### src/rtl/ibex_rvfi_trace_buf.sv
// RVFI retirement trace buffer: circular record store with stop/wrap full policy,
// PC trigger with a post-trigger capture window, and a FWFT valid/ready drain port.
module ibex_rvfi_trace_buf #(
  parameter int  Depth         = 16,
  parameter int  PostTrigDepth = 8,
  parameter int  DropCntW      = 16,
  localparam int RecW          = 103,
  localparam int PtrW          = $clog2(Depth),
  localparam int CntW          = PtrW + 1
) (
  input  logic                clk_i,
  input  logic                rst_ni,
  input  logic                rvfi_valid,
  input  logic                rvfi_trap,
  input  logic                rvfi_intr,
  input  logic [31:0]         rvfi_pc_rdata,
  input  logic [31:0]         rvfi_insn,
  input  logic [4:0]          rvfi_rd_addr,
  input  logic [31:0]         rvfi_rd_wdata,
  input  logic                trace_en_i,
  input  logic                wrap_mode_i,
  input  logic                trig_en_i,
  input  logic [31:0]         trig_pc_i,
  input  logic                clear_i,
  output logic                rec_valid_o,
  output logic [RecW-1:0]     rec_o,
  input  logic                rec_ready_i,
  output logic [CntW-1:0]     count_o,
  output logic [DropCntW-1:0] drop_cnt_o,
  output logic                triggered_o,
  output logic                frozen_o
);

  typedef enum logic [1:0] {S_IDLE, S_RUN, S_POST, S_FROZEN} state_e;

  state_e              r_state, w_state_nxt;
  logic [RecW-1:0]     r_mem [Depth];
  logic [PtrW-1:0]     r_wptr, r_rptr, r_post;
  logic [CntW-1:0]     r_count;
  logic [DropCntW-1:0] r_drop;
  logic                r_trig;

  logic            w_cap, w_pop, w_full, w_hit, w_write, w_ovr, w_drop;
  logic [RecW-1:0] w_rec;

  assign w_rec   = {rvfi_trap, rvfi_intr, rvfi_rd_addr, rvfi_pc_rdata, rvfi_insn, rvfi_rd_wdata};
  assign w_cap   = rvfi_valid && ((r_state == S_RUN) || (r_state == S_POST));
  assign w_pop   = rec_valid_o && rec_ready_i;
  assign w_full  = (r_count == CntW'(Depth));
  assign w_hit   = w_cap && (r_state == S_RUN) && trig_en_i && (rvfi_pc_rdata == trig_pc_i);
  // A pop in the same cycle frees the slot, so only an un-popped full capture is lost.
  assign w_drop  = w_cap && w_full && !w_pop;
  assign w_ovr   = w_drop && wrap_mode_i;
  assign w_write = w_cap && (!w_drop || wrap_mode_i);

  assign rec_o       = r_mem[r_rptr];
  assign count_o     = r_count;
  assign drop_cnt_o  = r_drop;
  assign triggered_o = r_trig;

  always_ff @(posedge clk_i) begin
    if (w_write && !clear_i) r_mem[r_wptr] <= w_rec;
  end

  always_ff @(posedge clk_i or negedge rst_ni) begin
    if (!rst_ni) begin
      r_wptr  <= '0;
      r_rptr  <= '0;
      r_count <= '0;
      r_drop  <= '0;
      r_trig  <= 1'b0;
      r_post  <= '0;
    end else if (clear_i) begin
      r_wptr  <= '0;
      r_rptr  <= '0;
      r_count <= '0;
      r_drop  <= '0;
      r_trig  <= 1'b0;
      r_post  <= '0;
    end else begin
      if (w_write) r_wptr <= r_wptr + PtrW'(1);
      if (w_pop || w_ovr) r_rptr <= r_rptr + PtrW'(1);
      if (w_write && !w_pop && !w_ovr) r_count <= r_count + CntW'(1);
      else if (w_pop && !w_write) r_count <= r_count - CntW'(1);
      if (w_drop && (r_drop != '1)) r_drop <= r_drop + DropCntW'(1);
      if (w_hit) r_trig <= 1'b1;
      if (((r_state == S_RUN) || (r_state == S_POST)) && !trace_en_i) r_post <= '0;
      else if (w_hit) r_post <= PtrW'(PostTrigDepth);
      else if ((r_state == S_POST) && w_cap) r_post <= r_post - PtrW'(1);
    end
  end

  always_ff @(posedge clk_i or negedge rst_ni) begin
    if (!rst_ni) r_state <= S_IDLE;
    else         r_state <= w_state_nxt;
  end

  always_comb begin
    w_state_nxt = r_state;
    if (clear_i) begin
      w_state_nxt = trace_en_i ? S_RUN : S_IDLE;
    end else begin
      case (r_state)
        S_IDLE: if (trace_en_i) w_state_nxt = S_RUN;
        S_RUN: begin
          if (!trace_en_i) w_state_nxt = S_IDLE;
          else if (w_hit)  w_state_nxt = (PostTrigDepth == 0) ? S_FROZEN : S_POST;
        end
        S_POST: begin
          if (!trace_en_i)                          w_state_nxt = S_IDLE;
          else if (w_cap && (r_post == PtrW'(1)))   w_state_nxt = S_FROZEN;
        end
        default: w_state_nxt = r_state;
      endcase
    end
  end

  always_comb begin
    rec_valid_o = (r_count != '0);
    frozen_o    = (r_state == S_FROZEN);
  end

endmodule

### config.mk
export PLATFORM = sky130hd
export DESIGN_NAME = ibex_rvfi_trace_buf
export DESIGN_NICKNAME = d
export VERILOG_FILES = /design/src/rtl/ibex_rvfi_trace_buf.sv
export SDC_FILE = /design/constraint.sdc
export NUM_CORES = 1
export LEC_CHECK = 0
export CORE_MARGIN = 4
export CORE_UTILIZATION = 25
export CTS_CLUSTER_SIZE = 28
export DETAILED_ROUTE_END_ITERATION = 12
export GPL_ROUTABILITY_DRIVEN = 0
export PLACE_DENSITY = 0.45
export SLEW_MARGIN = 40
export SYNTH_ARGS = -nofsm -noshare
export SYNTH_HDL_FRONTEND = slang
export SYNTH_SLANG_ARGS = --single-unit
### constraint.sdc
create_clock -name clk_i -period 12.2 [get_ports clk_i]
set_clock_uncertainty 0.15 [all_clocks]
set_input_delay 3.66 -clock clk_i [delete_from_list [all_inputs] [get_ports clk_i]]
set_output_delay 3.66 -clock clk_i [all_outputs]
set_load 0.03 [all_outputs]
==> results of run 1 <==
-- per-layer routing --
layer / share of wire / GRT usage / routed length, um / vias up
met1: 0.46 / 0.1776 / 77410 / 16030
li1: - / - / - / 12041
met3: 0.050 / 0.02516 / 8272 / 241
met5: 0.00035 / 0 / 58 / -
met4: 0.021 / 0.03220 / 3430 / 8
met2: 0.46 / 0.1942 / 77420 / 726
-- worst max path at each step --
stage	slack (ps)	startpoint	cells after the start	to
3_5_place_dp	4530	rvfi_valid	8	r_mem[8][41]$_DFFE_PP_
4_1_cts	3590	r_rptr[0]$_DFFE_PN0P_	7	rec_o[17]
6_report	3850	r_rptr[0]$_DFFE_PN0P_	7	rec_o[34]
3_3_place_gp	4260	r_rptr[0]$_DFFE_PN0P_	5	rec_o[17]
5_1_grt	3500	r_rptr[0]$_DFFE_PN0P_	7	rec_o[34]
2_1_floorplan	-160	rvfi_valid	6	r_mem[0][0]$_DFFE_PP_
-- worst min-delay path: cells and delay by family, from the launching register on --
kind / cells / cell delay, ps
buffers and inverters: 1 / 50
flip-flops: 1 / 380
AO/OA/AOI/OAI: 1 / 50
-- power by group through the flow --
stage | clock [mW] | sequential (mW) | combinational, mW
2_1_floorplan | 0 | 6.63 | 2.17
3_3_place_gp | 0 | 6.68 | 3.23
3_5_place_dp | 0 | 6.63 | 3.34
4_1_cts | 5.76 | 6.51 | 3.35
5_1_grt | 6.01 | 6.51 | 3.47
6_report | 5.57 | 6.51 | 3.23
-- layout make-up --
cell class                      instances  share of cell area
Timing Repair Buffer                  345             0.04929
Clock inverter                        119             0.01750
Antenna cell                           10           0.0003208
Inverter                               12           0.0005774
Sequential cell                      1684              0.6461
Tap cell                             3366             0.05399
Multi-Input combinational cell        761              0.1721
Clock buffer                          218             0.06011
-- layout by cell type (no fill, tap or decap), types with 4 or more instances in the layout --
cell type and n:
sky130_fd_sc_hd__dfrtp_1 32, sky130_fd_sc_hd__a211oi_1 4, sky130_fd_sc_hd__a21oi_1 14, sky130_fd_sc_hd__diode_2 10
sky130_fd_sc_hd__clkinv_2 34, sky130_fd_sc_hd__clkdlybuf4s50_1 263, sky130_fd_sc_hd__clkbuf_16 182, sky130_fd_sc_hd__dfrtp_4 4
sky130_fd_sc_hd__buf_16 13, sky130_fd_sc_hd__clkinv_16 6, sky130_fd_sc_hd__nor2_1 36, sky130_fd_sc_hd__ha_1 16
sky130_fd_sc_hd__clkinvlp_4 5, sky130_fd_sc_hd__nand4_1 15, sky130_fd_sc_hd__inv_1 12, sky130_fd_sc_hd__buf_6 7
sky130_fd_sc_hd__xnor2_1 45, sky130_fd_sc_hd__o21ai_0 9, sky130_fd_sc_hd__xor2_1 8, sky130_fd_sc_hd__buf_2 5
sky130_fd_sc_hd__nor2_4 12, sky130_fd_sc_hd__or3_1 4, sky130_fd_sc_hd__mux4_2 515, sky130_fd_sc_hd__nand2_1 23
sky130_fd_sc_hd__edfxtp_1 1648, sky130_fd_sc_hd__clkbuf_1 36, sky130_fd_sc_hd__nor3_1 5, sky130_fd_sc_hd__nand3_1 7
sky130_fd_sc_hd__buf_4 30, sky130_fd_sc_hd__nor4_1 7, sky130_fd_sc_hd__bufinv_16 23, sky130_fd_sc_hd__clkinv_1 41
sky130_fd_sc_hd__buf_12 24
-- state kept, by name, indices dropped and copies added, names as in the netlist --
name	flops
drop_cnt_o	16
r_state	2
count_o	5
triggered_o	1
r_post	4
r_wptr	4
r_mem	1648
r_rptr	4
-- cells by family after synthesis --
group	count (synthesis)	share of synthesized area
multiplexers	521	0.1815
buffers and inverters	138	0.008782
adder cells (fa/ha/maj)	17	0.003427
flip-flops	1684	0.7842
AND/OR/NAND/NOR	131	0.01071
XOR/XNOR	53	0.007224
AO/OA/AOI/OAI	39	0.004167
==> reports/summary.md, run 1 <==
Run status
• result of the run: completed

Detailed routing
• Pre-Repair DR Iteration Count: 7
• vias per cell: 4.458
• final WL: 166600 um
• ANT nets after route: 0
• post-DR wirelength/cell: 25.57 um
• number of DRC violations after detailed-routing iteration 0: 2621
• total number of vias: 29046
• DRC errors left: 0

Logic synthesis
• EDFF count, synth: 1648
• number of warnings issued by yosys: 0
• Synth top area share: 0.7702
• synthesized netlist cell count: 2583
• average instance area after synthesis: 24.88 um2
• sequential element share of the synthesized area: 0.7842
• Post-synth ARST share: 0.02138
• Post-synth top flop: sky130_fd_sc_hd__edfxtp_1
• top cells by instance count after synthesis: 1648 x sky130_fd_sc_hd__edfxtp_1, 515 x sky130_fd_sc_hd__mux4_2, 73 x sky130_fd_sc_hd__clkbuf_1
• syn_nets: 2743
• most frequent cell after synthesis: sky130_fd_sc_hd__edfxtp_1
• biggest area contributors in the synthesized netlist: sky130_fd_sc_hd__edfxtp_1 77%, sky130_fd_sc_hd__mux4_2 18%, sky130_fd_sc_hd__dfrtp_1 1.4%
• Unique masters post-synth: 50
• library cell occupying the most area in the post-synthesis netlist: sky130_fd_sc_hd__edfxtp_1
• post-synthesis sequential element count: 1684
• Synth Cell Area: 0.06426 mm2

GRT
• all-layer global routing usage: 0.1245
• initial antenna violation count: 25
• largest net degree at the start of global routing: 110
• GRT Residual Overflow: 0
• first-pass GRT wire length: 236500 um
• number of global-route vias before repair: 30972

Setup path
• depth of the worst register-to-register path: 9
• crit end category: primary output
• Worst setup SP type: register
• data arrival time of the critical path: 4540 ps
• Max stage delay on crit path: 640 ps
• worst-path fanout max: 46
• family of cells with the greatest summed delay on the critical path: buffers and inverters
• type of the setup path with the least slack: register to primary output
• Critical path buffers and inverters: 5
• cells along the critical path: buf_4 > buf_12 > buf_16 > buf_16 > mux4_2 > mux4_2 > clkdlybuf4s50_1
• R2R setup slack: 7920 ps
• required time of the critical path: 8390 ps
• RR Endpoint: r_mem[4][48]$_DFFE_PP_
• master of the slowest instance on the critical path: sky130_fd_sc_hd__dfrtp_4
• source of the worst register-to-register timing path: r_state[0]$_DFFE_PN0P_

Placed design
• instance area after placement: 0.07193 mm2
• Buffers on Ports: 269
• DPL Wire Length: 89820 um
• Cell Count Post-Placement: 6167
• post-placement worst setup slack: 4534 ps

Power
• reported net switching power: 4.035 mW
• Sw Share: 0.2635
• Leakage: 23.15 nW
• overall power consumption: 15.31 mW
• Cell Pwr Density: 196.3 mW/mm2
• Logic pwr share: 0.211
• internal cell power: 11.28 mW
• clock group share of total power: 0.364
• Worst VDD drop: 0.0001401 V
• Sequential Power Share: 0.425

Layout
• Area Growth Syn to Fin: 21.41%
• fraction of final layout cells sized beyond drive strength 1: 0.2835
• # fillers: 24307
• area used by multi-input combinational logic: 0.01343 mm2
• number of non-filler instances in the completed layout: 6515
• utilization of the core after routing: 0.3061
• Storage cell area: 0.05040 mm2
• fin nets: 3145
• post-layout instance area: 0.07801 mm2

Timing
• Max Transition Viols Final: 0
• final clock period utilization by the worst path: 0.6843
• Fin. Hold Viols: 0
• Setup Total Neg Slack: 0 ps
• minimum setup slack in the final design: 3851 ps
• Worst slew margin: 0.4138
• setup repair after global routing missed its margin: false
• number of setup violations in the final report: 0
• final critical delay including setup and external delays: 8349 ps
• Slew @ Worst Pin: 879.3 ps
• worst hold margin: 372.9 ps
• Max Fclk: 119.8 MHz

Clocking
• TritonCTS clock tree: done
• insertion delay of the later-clocked pin in the worst-skew pair: 810 ps
• post-cts sizing count: 0
• # Post-CTS Setup Buffers: 0
• clock input transition at the sequential cells of the worst setup and hold paths: 60 ps
• number of H-tree levels: 4
• maximum clock insertion buffer count: 3
• count of hold buffers inserted by post-cts repair: 0
• number of buffers created by CTS: 181
• clock root buffer master: sky130_fd_sc_hd__clkbuf_16
• Num Clock Sinks: 1684

Floorplanning
• total core area: 0.2549 mm2
• Horiz. Die Dim: 515.0 um
• number of primary I/O pins: 270
• Core Rows: 185
• Die Y-Extent: 515.0 um
• die outline area: 0.2652 mm2
• Starting Density: 0.2521

Worst hold path
• number of cells on the worst hold path: 2
• startpoint of the tightest hold check path: triggered_o$_DFFE_PN0P_
• Min-Delay Endpoint: triggered_o$_DFFE_PN0P_
• class of the tightest hold or removal check: register to register

Flow run
• max capacitance violation total: 0

(Power assumes the default switching activity.)
==> run 2, diff against run 1 <==
==> constraint.sdc (replaced) <==
create_clock -name clk_i -period 8.8 [get_ports clk_i]
set_clock_uncertainty 0.15 [all_clocks]
set_input_delay 2.64 -clock clk_i [delete_from_list [all_inputs] [get_ports clk_i]]
set_output_delay 2.64 -clock clk_i [all_outputs]
set_load 0.03 [all_outputs]
==> run 2 against run 1 <==
  * Final cell count down 0.32%
  * Register-to-register slack worse by 3000 ps
  * Non-clock buffer count down 6
  * Clock-buffer cell count up 6
  * Routed wire length up 2.0%
  * Sequential share of layout area up 0.23 points
  * Worst setup slack worse by 2000 ps
  * Clock power up 34%
  * Flip-flop and latch count unchanged
  * First-iteration DRC count down 5.9%
  * Critical path depth down 3
  * Worst hold slack better by 0.61 ps
  * Largest power group unchanged
==> reports/summary.md, run 2 (synthesis results as in run 1) <==
Placed design
• Cell Count Post-Placement: 6161, -0.097%
• Buffers on Ports: 269, unchanged
• post-placement worst setup slack: 2511 ps, -2023 ps
• DPL Wire Length: 85390 um, -4.9%

Clocking
• count of hold buffers inserted by post-cts repair: 0, unchanged
• post-cts sizing count: 0, unchanged
• number of buffers created by CTS: 186, +2.8%
• number of H-tree levels: 4, unchanged
• clock input transition at the sequential cells of the worst setup and hold paths: 60 ps, about the same
• clock root buffer master: sky130_fd_sc_hd__clkbuf_16
• insertion delay of the later-clocked pin in the worst-skew pair: 790 ps, -20 ps
• # Post-CTS Setup Buffers: 0, unchanged
• TritonCTS clock tree: done
• Num Clock Sinks: 1684, unchanged
• maximum clock insertion buffer count: 3, unchanged

Timing
• setup repair after global routing missed its margin: false
• Fin. Hold Viols: 0, unchanged
• minimum setup slack in the final design: 1818 ps, -2034 ps
• Max Fclk: 143.2 MHz
• worst hold margin: 373.5 ps, +0.6060 ps
• Worst slew margin: 0.4358, +0.02198
• final clock period utilization by the worst path: 0.7935
• Max Transition Viols Final: 0, unchanged
• final critical delay including setup and external delays: 6982 ps
• number of setup violations in the final report: 0, unchanged
• Slew @ Worst Pin: 843.7 ps, -35.61 ps

Power
• Cell Pwr Density: 269.6 mW/mm2, +37%
• Leakage: 23.00 nW, -0.65%
• Worst VDD drop: 0.0002118 V, +51%

GRT
• GRT Residual Overflow: 0, unchanged
• first-pass GRT wire length: 240000 um, +1.5%
• largest net degree at the start of global routing: 101, -8.2%
• all-layer global routing usage: 0.1268, +0.002273
• initial antenna violation count: 22, -12%
• number of global-route vias before repair: 31551, +1.9%

Floorplanning
• Horiz. Die Dim: 515.0 um, unchanged
• Starting Density: 0.2521, unchanged
• number of primary I/O pins: 270, unchanged
• total core area: 0.2549 mm2, unchanged
• Core Rows: 185, unchanged
• Die Y-Extent: 515.0 um, unchanged
• die outline area: 0.2652 mm2, unchanged

Setup path
• RR Endpoint: r_mem[10][44]$_DFFE_PP_
• Critical path buffers and inverters: 2, -3
• data arrival time of the critical path: 4190 ps, -350 ps
• cells along the critical path: buf_4 > mux4_2 > mux4_2 > clkdlybuf4s50_1
• crit end category: primary output
• depth of the worst register-to-register path: 8, -1
• instance count on the critical path: 4, -3
• Worst setup SP type: register
• Max stage delay on crit path: 880 ps, +240 ps
• worst-path fanout max: 35, -24%
• Setup crit end: rec_o[61]
• Critical Path Source: r_rptr[0]$_DFFE_PN0P_
• master of the slowest instance on the critical path: sky130_fd_sc_hd__dfrtp_4
• R2R setup slack: 4920 ps, -3000 ps
• most used cell, CP: sky130_fd_sc_hd__mux4_2
• family of cells with the greatest summed delay on the critical path: buffers and inverters
• type of the setup path with the least slack: register to primary output
• source of the worst register-to-register timing path: r_state[0]$_DFFE_PN0P_
• required time of the critical path: 6010 ps, -2380 ps

Detailed routing
• Pre-Repair DR Iteration Count: 5, -2
• vias per cell: 4.475, +0.38%
• total number of vias: 29063, +0.059%
• post-DR wirelength/cell: 26.18 um, +2.4%
• final WL: 170000 um, +2.0%
• number of DRC violations after detailed-routing iteration 0: 2466, -5.9%
• DRC errors left: 0, unchanged
• ANT nets after route: 0, unchanged

Layout
• most used cells in the layout excluding fill and tap cells: 1648 x sky130_fd_sc_hd__edfxtp_1, 515 x sky130_fd_sc_hd__mux4_2, 265 x sky130_fd_sc_hd__clkdlybuf4s50_1, 190 x sky130_fd_sc_hd__clkbuf_16, 45 x sky130_fd_sc_hd__xnor2_1
• number of non-filler instances in the completed layout: 6494, -0.32%
• # fillers: 24314, +0.029%
• most frequent standard cell in the layout excluding fill and tap cells: sky130_fd_sc_hd__edfxtp_1
• utilization of the core after routing: 0.3050, -0.001070
• flip-flop count of the largest register, all copies and words added: 1648, unchanged
• Area Growth Syn to Fin: 20.98%
• fraction of final layout cells sized beyond drive strength 1: 0.2792, -0.004311
• register with the most flip-flops: r_mem
• fin nets: 3144, -0.032%

Run status
• result of the run: completed

Worst hold path
• class of the tightest hold or removal check: register to register

Flow run
• max capacitance violation total: 0, unchanged

-- run 2: changes by cell type in the layout (fill, tap and decap cells not counted), moves of 3 or more --
cell	delta
sky130_fd_sc_hd__clkbuf_16	+8
sky130_fd_sc_hd__diode_2	-5
sky130_fd_sc_hd__buf_16	-8
sky130_fd_sc_hd__buf_6	-7
sky130_fd_sc_hd__clkinv_16	-3
sky130_fd_sc_hd__clkinv_2	-9
sky130_fd_sc_hd__bufinv_16	-11
sky130_fd_sc_hd__buf_8	-3
sky130_fd_sc_hd__buf_12	+17
sky130_fd_sc_hd__inv_6	+4
sky130_fd_sc_hd__buf_4	-5
-- run 2: tightest hold or removal path, stage by stage (launching register included) --
cell                      delay (ps)
sky130_fd_sc_hd__dfrtp_1         380
sky130_fd_sc_hd__inv_1            50
sky130_fd_sc_hd__a21oi_1          50
-- run 2: report_power, final --
part           switching (mW)  internal (mW)  leakage [nW]
Combinational            2.25           2.18          4.85
Clock                    3.17           4.30          2.83
Sequential              0.121           8.94          15.3
-- run 2: cell type report --
class	instances	area (um2)	share of cell area
clock inverters	103	943.4	0.01214
inverters	12	45.04	0.0005794
repair buffers	339	3814	0.04906
diodes	5	12.51	0.0001610
clock buffers	224	4882	0.06280
well taps	3366	4212	0.05418
multi-input cells	761	13430	0.1727
flip-flops and latches	1684	50400	0.6484
-- run 2: how the worst min path moves through the flow --
| stage | startpoint | to | cells past startpoint |
|---|---|---|---|
| floorplan | r_post[1]$_DFFE_PN0P_ | r_post[1]$_DFFE_PN0P_ | 2 |
| global placement | triggered_o$_DFFE_PN0P_ | triggered_o$_DFFE_PN0P_ | 2 |
| detailed placement | triggered_o$_DFFE_PN0P_ | triggered_o$_DFFE_PN0P_ | 2 |
| CTS | triggered_o$_DFFE_PN0P_ | triggered_o$_DFFE_PN0P_ | 2 |
| global route | triggered_o$_DFFE_PN0P_ | triggered_o$_DFFE_PN0P_ | 2 |
| finish | triggered_o$_DFFE_PN0P_ | triggered_o$_DFFE_PN0P_ | 2 |
-- run 2: routing by layer --
| metal | track usage | part of all wire | vias to the layer above |
|---|---|---|---|
| met5 | 0 | 0.00024 | - |
| met4 | 0.03287 | 0.022 | 6 |
| met3 | 0.03051 | 0.053 | 245 |
| met2 | 0.2001 | 0.47 | 719 |
| met1 | 0.1756 | 0.45 | 16079 |
| li1 | - | - | 12014 |
-- run 2: per-stage QoR --
stage / setup TNS (ps) / instance area, um2 / power [mW]
4_1_cts: 0 / 77710 / 21.36
2_1_floorplan: -523740 / 64270 / 12.20
3_5_place_dp: 0 / 71880 / 13.79
6_report: 0 / 77740 / 20.96
3_3_place_gp: 0 / 71750 / 13.79
5_1_grt: 0 / 77730 / 21.89
==> run 3, diff against run 2 <==
--- a/config.mk
+++ b/config.mk
@@ -10,7 +10,7 @@
 export CTS_CLUSTER_SIZE = 28
 export DETAILED_ROUTE_END_ITERATION = 12
 export GPL_ROUTABILITY_DRIVEN = 0
-export PLACE_DENSITY = 0.45
+export PLACE_DENSITY = 0.46
 export SLEW_MARGIN = 40
 export SYNTH_ARGS = -nofsm -noshare
 export SYNTH_HDL_FRONTEND = slang
==> constraint.sdc (replaced) <==
create_clock -name clk_i -period 6 [get_ports clk_i]
set_clock_uncertainty 0.15 [all_clocks]
set_input_delay 1.8 -clock clk_i [delete_from_list [all_inputs] [get_ports clk_i]]
set_output_delay 1.8 -clock clk_i [all_outputs]
set_load 0.03 [all_outputs]
==> run 3 against run 2 <==
  * Final cell count rose by 0.83%
  * First-iteration DRC count fell by 9.1%
  * Die area did not move
  * Core utilization rose by 0.29 points
  * Global-route usage rose by 0.32 points
  * Non-clock buffer count rose by 38
  * Critical path type unchanged
  * Largest cell class unchanged
==> reports/summary.md, run 3 (synthesis results as in run 1) <==
Layout
• register with the most flip-flops: r_mem
• # fillers: 24276, -0.16%
• Area Growth Syn to Fin: 22.13%
• utilization of the core after routing: 0.3079, +0.002892
• post-layout instance area: 0.07847 mm2, +0.95%
• fin nets: 3183, +1.2%
• Storage cell area: 0.05040 mm2, unchanged
• flip-flop count of the largest register, all copies and words added: 1648, unchanged
• most frequent standard cell in the layout excluding fill and tap cells: sky130_fd_sc_hd__edfxtp_1
• area used by multi-input combinational logic: 0.01345 mm2, +0.15%
• fraction of final layout cells sized beyond drive strength 1: 0.2940, +0.01477
• most used cells in the layout excluding fill and tap cells: 1648 x sky130_fd_sc_hd__edfxtp_1, 515 x sky130_fd_sc_hd__mux4_2, 262 x sky130_fd_sc_hd__clkdlybuf4s50_1, 189 x sky130_fd_sc_hd__clkbuf_16, 60 x sky130_fd_sc_hd__buf_12

Timing
• Fin. Hold Viols: 0, unchanged
• Max Transition Viols Final: 0, unchanged
• number of setup violations in the final report: 0, unchanged
• Max Fclk: 172.1 MHz
• worst hold margin: 369.3 ps, -4.173 ps
• setup repair after global routing missed its margin: false
• Slew @ Worst Pin: 807.2 ps, -36.46 ps
• final clock period utilization by the worst path: 0.9687
• Worst slew margin: 0.4602, +0.02438
• final critical delay including setup and external delays: 5812 ps

Clocking
• maximum clock insertion buffer count: 3, unchanged
• number of H-tree levels: 4, unchanged
• clock input transition at the sequential cells of the worst setup and hold paths: 60 ps, about the same
• insertion delay of the later-clocked pin in the worst-skew pair: 810 ps, +20 ps
• clock root buffer master: sky130_fd_sc_hd__clkbuf_16
• count of hold buffers inserted by post-cts repair: 0, unchanged
• Num Clock Sinks: 1684, unchanged
• # Post-CTS Setup Buffers: 0, unchanged
• number of buffers created by CTS: 187, +0.54%
• TritonCTS clock tree: done

Floorplanning
• Horiz. Die Dim: 515.0 um, unchanged
• total core area: 0.2549 mm2, unchanged
• Core Rows: 185, unchanged
• die outline area: 0.2652 mm2, unchanged
• Die Y-Extent: 515.0 um, unchanged
• number of primary I/O pins: 270, unchanged
• Starting Density: 0.2521, unchanged

Power
• Worst VDD drop: 0.0002825 V, +33%
• internal cell power: 23.03 mW, +49%
• Leakage: 23.38 nW, +1.7%
• Logic pwr share: 0.215, +0.004
• Sw Share: 0.2649, +0.0006993
• Cell Pwr Density: 399.3 mW/mm2, +48%
• clock group share of total power: 0.363, +0.007
• overall power consumption: 31.33 mW, +50%
• Sequential Power Share: 0.422, -0.010
• reported net switching power: 8.300 mW, +50%

GRT
• all-layer global routing usage: 0.1300, +0.003168
• initial antenna violation count: 25, +14%
• GRT Residual Overflow: 0, unchanged
• first-pass GRT wire length: 244700 um, +2.0%
• number of global-route vias before repair: 31550, -0.0032%
• largest net degree at the start of global routing: 69, -32%

Detailed routing
• DRC errors left: 0, unchanged
• number of DRC violations after detailed-routing iteration 0: 2242, -9.1%
• vias per cell: 4.439, -0.81%
• ANT nets after route: 0, unchanged
• post-DR wirelength/cell: 26.47 um, +1.1%
• final WL: 173300 um, +2.0%
• total number of vias: 29067, +0.014%
• Pre-Repair DR Iteration Count: 5, unchanged

Setup path
• instance count on the critical path: 5, +1
• master of the slowest instance on the critical path: sky130_fd_sc_hd__clkdlybuf4s50_1
• RR Endpoint: count_o[4]$_DFFE_PN0P_
• cells along the critical path: buf_12 > buf_12 > mux4_2 > mux4_2 > clkdlybuf4s50_1
• required time of the critical path: 4050 ps, -1960 ps
• R2R setup slack: 2430 ps, -2490 ps
• Worst setup SP type: register
• type of the setup path with the least slack: register to primary output
• Max stage delay on crit path: 680 ps, -200 ps
• depth of the worst register-to-register path: 12, +4
• worst-path fanout max: 42, +20%
• source of the worst register-to-register timing path: r_state[0]$_DFFE_PN0P_
• crit end category: primary output
• Critical path buffers and inverters: 3, +1
• data arrival time of the critical path: 3860 ps, -330 ps
• family of cells with the greatest summed delay on the critical path: buffers and inverters

Worst hold path
• Min-Delay Endpoint: triggered_o$_DFFE_PN0P_
• class of the tightest hold or removal check: register to register
• startpoint of the tightest hold check path: triggered_o$_DFFE_PN0P_
• number of cells on the worst hold path: 2, unchanged

Run status
• result of the run: completed

Placed design
• DPL Wire Length: 89750 um, +5.1%
• instance area after placement: 0.07234 mm2, +0.64%
• Buffers on Ports: 269, unchanged

Flow run
• max capacitance violation total: 0, unchanged

run 3: cell count changes in the layout (fill, tap and decap cells not counted), moves of 4 or more:
cell | previous run | this run
sky130_fd_sc_hd__clkinv_1 | 43 | 34
sky130_fd_sc_hd__buf_12 | 41 | 60
sky130_fd_sc_hd__clkbuf_1 | 34 | 38
sky130_fd_sc_hd__buf_16 | 5 | 0
sky130_fd_sc_hd__clkinv_2 | 25 | 36
sky130_fd_sc_hd__buf_4 | 25 | 54
sky130_fd_sc_hd__bufinv_16 | 12 | 18
run 3: what timing repair did:
item	4_1_cts	5_1_grt
hold endpoints to repair	0	0
gates resized for setup	0	1
setup endpoints to repair	0	1
run 3: final cells by class:
type	instances	share of cell area
diodes	5	0.0001594
clock buffers	227	0.06209
clock inverters	116	0.01583
inverters	12	0.0005740
multi-input cells	761	0.1713
flip-flops and latches	1684	0.6423
well taps	3366	0.05367
repair buffers	377	0.05405
run 3: worst max path at each step:
stage | start | endpoint | slack, ps
4_1_cts | r_rptr[0]$_DFFE_PN0P_ | rec_o[65] | 30
5_1_grt | r_rptr[0]$_DFFE_PN0P_ | rec_o[85] | 6
2_1_floorplan | rvfi_valid | r_mem[12][0]$_DFFE_PP_ | -1720
3_5_place_dp | rvfi_pc_rdata[30] | r_state[1]$_DFFE_PN0P_ | 280
6_report | r_rptr[0]$_DFFE_PN0P_ | rec_o[65] | 190
3_3_place_gp | rvfi_pc_rdata[30] | r_state[1]$_DFFE_PN0P_ | -300
run 3: power by group through the flow:
| stage | registers (mW) | clock network (mW) | logic, mW |
|---|---|---|---|
| after global routing | 13.3 | 12.3 | 7.23 |
| after floorplan | 13.5 | 0 | 4.42 |
| after CTS | 13.2 | 11.7 | 6.97 |
| after global placement | 13.5 | 0 | 6.94 |
| final | 13.2 | 11.4 | 6.73 |
| after detailed placement | 13.5 | 0 | 6.95 |
run 3: tightest hold or removal path, cell delays in order, from the launching register on:
cell and delay [ps]:
sky130_fd_sc_hd__dfrtp_1 370, sky130_fd_sc_hd__inv_1 50, sky130_fd_sc_hd__a21oi_1 50
run 3: routing by layer:
| layer | vias to the layer above | track usage | wire (um) |
|---|---|---|---|
| li1 | 12106 | - | - |
| met1 | 15998 | 0.1775 | 77120 |
| met2 | 714 | 0.2104 | 83330 |
| met3 | 239 | 0.03092 | 9583 |
| met4 | 10 | 0.02913 | 3246 |
| met5 | - | 0 | 50 |
run 3: metrics by stage:
stage | setup WS, ps | setup TNS, ps | instances
global route | 6.065 | 0 | 6544
CTS | 27.63 | 0 | 6543
floorplan | -1719 | -1339050 | 2583
detailed placement | 279.2 | 0 | 6200
finish | 188.0 | 0 | 6548
global placement | -302.6 | -302.6 | 6200
